===== config.mk =====
export PLATFORM = sky130hd
export DESIGN_NAME = rld
export DESIGN_NICKNAME = d
export VERILOG_FILES = /design/src/rtl/rld_pkg.sv /design/src/rtl/rld_pack.sv /design/src/rtl/rld.sv
export SDC_FILE = /design/constraint.sdc
export NUM_CORES = 1
export LEC_CHECK = 0
export CORE_MARGIN = 1
export CORE_UTILIZATION = 64
export DETAILED_ROUTE_END_ITERATION = 6
export DONT_BUFFER_PORTS = 1
export GPL_ROUTABILITY_DRIVEN = 0
export PLACE_DENSITY = 0.78
export SYNTH_ARGS = -nofsm -noshare
export SYNTH_HDL_FRONTEND = slang
export SYNTH_SLANG_ARGS = --single-unit

===== constraint.sdc =====
create_clock -name clk -period 3.25 [get_ports clk]
set_input_delay 0.65 -clock clk [delete_from_list [all_inputs] [get_ports clk]]
set_output_delay 0.65 -clock clk [all_outputs]
set_load 0.02 [all_outputs]

===== src/rtl/rld_pkg.sv =====
// Shared types and constants for the run-length decoder.
// Entry layout: [15:8] byte value, [7:0] run count; two entries per 32-bit word.
package rld_pkg;

  typedef enum logic [2:0] {
    IDLE,
    RD_REQ,
    RD_WAIT,
    EXPAND,
    WR,
    FLUSH,
    FIN
  } state_t;

  localparam int ENTRY_W    = 16;
  localparam int WORD_BYTES = 4;
  localparam int BYTE_HI    = 15;
  localparam int BYTE_LO    = 8;
  localparam int CNT_HI     = 7;
  localparam int CNT_LO     = 0;

endpackage


===== src/rtl/rld_pack.sv =====
// Byte-to-word packer: collects up to four bytes little-endian into one 32-bit word.
// Unfilled upper lanes stay zero because clear zeroes the whole word.
module rld_pack (
  input  logic        clk,
  input  logic        nreset,
  input  logic        clear,
  input  logic        push,
  input  logic [7:0]  byte_in,
  output logic [1:0]  lane,
  output logic        full,
  output logic        nonempty,
  output logic [31:0] data
);

  logic [2:0] count;

  always_ff @(posedge clk or negedge nreset) begin
    if (!nreset) begin
      count <= 3'd0;
      data  <= 32'd0;
    end else if (clear) begin
      count <= 3'd0;
      data  <= 32'd0;
    end else if (push && !full) begin
      data[lane*8 +: 8] <= byte_in;
      count             <= count + 3'd1;
    end
  end

  assign lane     = count[1:0];
  assign full     = count[2];
  assign nonempty = |count;

endmodule


===== src/rtl/rld.sv =====
// Run-length decoder: reads a compressed frame over port A and writes the packed plaintext back.
// Optional length limit (max_len input, overflow output) is enabled by defining RLD_MAX_LEN_EN.
module rld
  import rld_pkg::*;
#(
  parameter int ADDR_W  = 16,
  parameter int COUNT_W = 8
) (
  input  logic              clk,
  input  logic              nreset,
  input  logic              start,
  input  logic [31:0]       rle_addr,
  input  logic [31:0]       rle_size,
  input  logic [31:0]       message_addr,
  output logic [31:0]       message_size,
  output logic              done,
  output logic              port_A_clk,
  output logic [ADDR_W-1:0] port_A_addr,
  output logic              port_A_we,
  output logic [31:0]       port_A_data_in,
  input  logic [31:0]       port_A_data_out
`ifdef RLD_MAX_LEN_EN
  ,
  input  logic [31:0]       max_len,
  output logic              overflow
`endif
);

  state_t             state, state_next, resume, after_entry;
  logic [ADDR_W-1:0]  rd_ptr, wr_ptr;
  logic [29:0]        budget;
  logic [31:0]        entry;
  logic               sel_hi;
  logic [COUNT_W-1:0] cnt, hi_cnt;
  logic [7:0]         cur_byte;
  logic               has_byte, over, push, pack_clear;
  logic [1:0]         lane;
  logic               pack_full, pack_nonempty;
  logic [31:0]        pack_data;
  logic               unused_bits;

  assign port_A_clk  = clk;
  assign cur_byte    = sel_hi ? entry[ENTRY_W+BYTE_HI:ENTRY_W+BYTE_LO] : entry[BYTE_HI:BYTE_LO];
  assign hi_cnt      = entry[ENTRY_W+CNT_HI:ENTRY_W+CNT_LO];
  assign has_byte    = (cnt != '0);
  assign push        = (state == EXPAND) && has_byte && !over;
  assign unused_bits = ^{rle_addr[31:ADDR_W], message_addr[31:ADDR_W], rle_size[1:0], pack_full};

`ifdef RLD_MAX_LEN_EN
  logic [31:0] max_len_reg;
  // The next byte would make message_size exceed the limit.
  assign over = has_byte && (message_size >= max_len_reg);
`else
  assign over = 1'b0;
`endif

  // Where expansion continues once the current byte (if any) is consumed.
  always_comb begin
    after_entry = EXPAND;
    if (cnt <= COUNT_W'(1) && sel_hi)
      after_entry = (budget != '0) ? RD_REQ : FLUSH;
  end

  rld_pack u_pack (
    .clk      (clk),
    .nreset   (nreset),
    .clear    (pack_clear),
    .push     (push),
    .byte_in  (cur_byte),
    .lane     (lane),
    .full     (pack_full),
    .nonempty (pack_nonempty),
    .data     (pack_data)
  );

  always_comb begin
    state_next     = state;
    port_A_we      = 1'b0;
    port_A_addr    = '0;
    port_A_data_in = 32'd0;
    pack_clear     = 1'b0;
    case (state)
      IDLE:    if (start) state_next = (rle_size[31:2] == 30'd0) ? FIN : RD_REQ;
      RD_REQ: begin
        port_A_addr = rd_ptr;
        state_next  = RD_WAIT;
      end
      RD_WAIT: state_next = EXPAND;
      EXPAND: begin
        if (over)
          state_next = FLUSH;
        else if (push && lane == 2'd3)
          state_next = WR;
        else
          state_next = after_entry;
      end
      WR: begin
        port_A_we      = 1'b1;
        port_A_addr    = wr_ptr;
        port_A_data_in = pack_data;
        pack_clear     = 1'b1;
        // Packer is empty after this write, so a pending flush collapses to FIN.
        state_next     = (resume == FLUSH) ? FIN : resume;
      end
      FLUSH: begin
        if (pack_nonempty) begin
          port_A_we      = 1'b1;
          port_A_addr    = wr_ptr;
          port_A_data_in = pack_data;
          pack_clear     = 1'b1;
        end
        state_next = FIN;
      end
      FIN:     state_next = IDLE;
      default: state_next = IDLE;
    endcase
  end

  always_ff @(posedge clk or negedge nreset) begin
    if (!nreset) begin
      state        <= IDLE;
      resume       <= IDLE;
      rd_ptr       <= '0;
      wr_ptr       <= '0;
      budget       <= '0;
      entry        <= 32'd0;
      sel_hi       <= 1'b0;
      cnt          <= '0;
      message_size <= 32'd0;
      done         <= 1'b0;
`ifdef RLD_MAX_LEN_EN
      max_len_reg  <= 32'd0;
      overflow     <= 1'b0;
`endif
    end else begin
      state <= state_next;
      case (state)
        IDLE: if (start) begin
          rd_ptr       <= rle_addr[ADDR_W-1:0];
          wr_ptr       <= message_addr[ADDR_W-1:0];
          budget       <= rle_size[31:2];
          message_size <= 32'd0;
          done         <= 1'b0;
`ifdef RLD_MAX_LEN_EN
          max_len_reg  <= max_len;
          overflow     <= 1'b0;
`endif
        end
        RD_WAIT: begin
          entry  <= port_A_data_out;
          cnt    <= port_A_data_out[CNT_HI:CNT_LO];
          sel_hi <= 1'b0;
          rd_ptr <= rd_ptr + ADDR_W'(WORD_BYTES);
          budget <= budget - 30'd1;
        end
        EXPAND: begin
          if (over) begin
`ifdef RLD_MAX_LEN_EN
            overflow <= 1'b1;
`endif
          end else begin
            if (push) message_size <= message_size + 32'd1;
            if (cnt <= COUNT_W'(1) && !sel_hi) begin
              sel_hi <= 1'b1;
              cnt    <= hi_cnt;
            end else if (has_byte) begin
              cnt <= cnt - COUNT_W'(1);
            end
            resume <= after_entry;
          end
        end
        WR:      wr_ptr <= wr_ptr + ADDR_W'(WORD_BYTES);
        FLUSH:   if (pack_nonempty) wr_ptr <= wr_ptr + ADDR_W'(WORD_BYTES);
        FIN:     done <= 1'b1;
        default: ;
      endcase
    end
  end

endmodule


==> out/results.tsv <==
metric	value	unit
critical path capture point	port_A_data_in[23]	
vias in the first global route	7532	
GRT Overall Usage	32.4	%
initial antenna violation count	0	
CP Launch Type	flip-flop	
failing checks	negative hold slack	
Antenna diodes	0	
HPWL Detailed	15.6	mm
CP Launch Point	u_pack.count[0]	
Commonest cells post-synth	nand2_1, dfrtp_1, nor2_1	
CP bufs+invs	2	
CTS buffer count	17	
clk slew on worst S/H paths	60	ps
Worst slew margin	20.1	%
Achievable Freq	353	MHz
Synth Area per Inst	8.89	µm²
Leak	4.06	nW
clock skew	8.81	ps
setup tns final	0	ps
Setup CP Type	reg2out	
family with the most delay on the worst path	buffers and inverters	
met2 global-route usage	52.7	%
# clock sinks	169	
fraction of the cycle the final worst path needs	87.3	%
Post-synth EDFFs	0	
met3 usage	8.07	%
reg-to-reg endpoint	u_pack.data[29]	
Yosys reg bits	169	
worst-path maximum fanout	41	
Final Setup Violations	0	
Yosys top cell area share	47.0	%
WL final	22.3	mm
Crit path depth	5	
GRT Max-Usage Layer	met2	
die height	121	µm
post-synthesis sequential area ratio	47.0	%
vias	7836	
fin area	9740	µm²
GR Util met1	42.1	%
Rows	42	
Worst VDD drop	0.483	mV
Clk Latency, worst-skew pair	430	ps
status	finished with violations	
Max H-tree Level	4	
area leader, netlist	dfrtp_1	
ANT nets after route	0	
top post-synthesis cells by area	dfrtp_1, nand2_1, nor2_1, o21ai_0, and2_1	
share of cells above drive strength 1	7.04	%
fin. max-slew vios	0	
worst-case reg-to-reg path depth	9	
drt pass-1 iters	7	
Residual DRC	0	
grt ovf	0	
R2R setup slack	530	ps
DR iter-0 viols	665	
Core Area	13500	µm²
global-route wire length before repair	36.9	mm
most frequent cell after synthesis	nand2_1	
Worst Tran Pin Value	1200	ps
Synthesis Warnings	0	
Worst R2R Start	cnt[0]	
Pwr Density	887	nW/µm²
Die X	121	µm
clock root cell	clkbuf_16	
CP max stage delay	460	ps
syn nets	1155	
CTS tree	yes	
WP data required	2600	ps
nets	1140	
unrepaired setup endpoints after global routing	no	
I/O Pins	214	
Post-Synthesis Cells	1011	
maxcap violations	0	
pin count of the biggest net entering global routing	170	
mapped cell area	8990	µm²
Starting Density	66.8	%
Async SR Flop Fraction	100	%
total power	0.00865	W
Via-to-Cell Ratio	6.61	
critical path cell sequence	inv_1, ha_1, a31oi_4, buf_4, and2_1	
Yosys cell types	60	
final hold viol count	169	
dpl cell area	9180	µm²
Post-synth top flop	dfrtp_1	
area grow syn2layout	8.36	%
final critical-path required period	2840	ps
Hold Path Class	in2async	
clock buffer depth	2	
die area	14500	µm²
CP Data Arrival Time	2190	ps
DR WL/cell	18.8	µm
CP max-delay cell	dfrtp_1	
hold_ws	-84.7	ps
IO Port Bufs	0	
Crit. End Element	output pin	
[registers in the layout, summed over array words and instances, names as in the netlist]
| register | flops |
|---|---|
| done | 1 |
| u_pack.count | 3 |
| resume | 3 |
| message_size | 32 |
| entry | 24 |
| sel_hi | 1 |
| budget | 30 |
| rd_ptr | 16 |
| wr_ptr | 16 |
| cnt | 8 |
| state | 3 |
| u_pack.data | 32 |
[layout make-up]
| class | count | area [µm²] |
|---|---|---|
| tap | 176 | 220 |
| multi-input combinational | 764 | 4480 |
| clock inverter | 11 | 71.3 |
| timing repair buffer | 22 | 178 |
| inverter | 22 | 82.6 |
| sequential | 169 | 4230 |
| fill | 1057 | 3710 |
| clock buffer | 21 | 480 |
[kinds of logic after synthesis]
family          count (synthesis)  share of synthesized area (%)
simple gates                  467                           25.0
mux                            12                           1.35
buf+inv                        78                           3.42
fa+ha+maj                      13                           1.81
compound gates                246                           18.9
xor+xnor                       26                           2.53
flops                         169                           47.0
[worst min-delay path by stage]
stage / slack (ps) / endpoint / cells after the start
3_5_place_dp: 360 / wr_ptr[6] / 0
3_3_place_gp: 360 / wr_ptr[4] / 0
4_1_cts: -100 / wr_ptr[6] / 0
5_1_grt: -100 / wr_ptr[4] / 0
2_1_floorplan: 350 / budget[0] / 0
6_report: -80 / wr_ptr[6] / 0
[per-stage QoR]
| step | hold WS, ps | instances | utilization, % | setup slack (ps) |
|---|---|---|---|---|
| finish | -84.7 | 1185 | 72.4 | 414 |
| global route | -100 | 1185 | 72.4 | 263 |
| CTS | -97.2 | 1183 | 72.3 | 60.6 |
| detailed placement | 359 | 1151 | 68.2 | 501 |
| global placement | 359 | 1151 | 68.2 | 614 |
| floorplan | 354 | 1011 | - | 659 |
[cells in the final DEF, fill, tap and decap left out, types with 5 or more instances in the layout]
cell type / count
o311ai_0: 6
o22ai_1: 14
o21ai_0: 47
xor2_1: 6
nor3_1: 34
inv_1: 22
o31ai_1: 26
a2bb2oi_1: 6
nand3b_1: 5
or4_1: 9
nand3_1: 29
a311oi_1: 10
xnor2_1: 20
dfrtp_1: 169
a21oi_1: 43
clkbuf_16: 17
a2111oi_0: 9
mux2i_1: 11
and2_1: 35
ha_1: 13
nor4_1: 18
buf_4: 21
and4_1: 10
nand4_1: 17
nand2_1: 187
o211ai_1: 8
a31oi_1: 11
and3_1: 12
a21o_1: 6
a211oi_1: 20
a22o_1: 18
nor2_1: 82
clkinv_2: 6
[layer usage]
metal | part of all wire [%] | wire (µm) | vias to the layer above
li1 | - | - | 3644
met1 | 42 | 9350 | 3827
met2 | 48 | 10700 | 322
met3 | 7.9 | 1770 | 43
met4 | 2.2 | 501 | 0
met5 | 0 | 0 | -
[repair_timing]
| action | in CTS | in global routing |
|---|---|---|
| endpoints found under the setup margin | 0 | 32 |
| buffers inserted | 0 | 2 |
| resized for setup | 0 | 0 |
| endpoints found under the hold margin | 169 | 169 |
[power by group]
group	switching, W	internal [W]
Sequential	0.000824	0.00287
Combinational	0.00191	0.00116
Clock	0.000827	0.00105
Power figures use the tool's default switching activity.
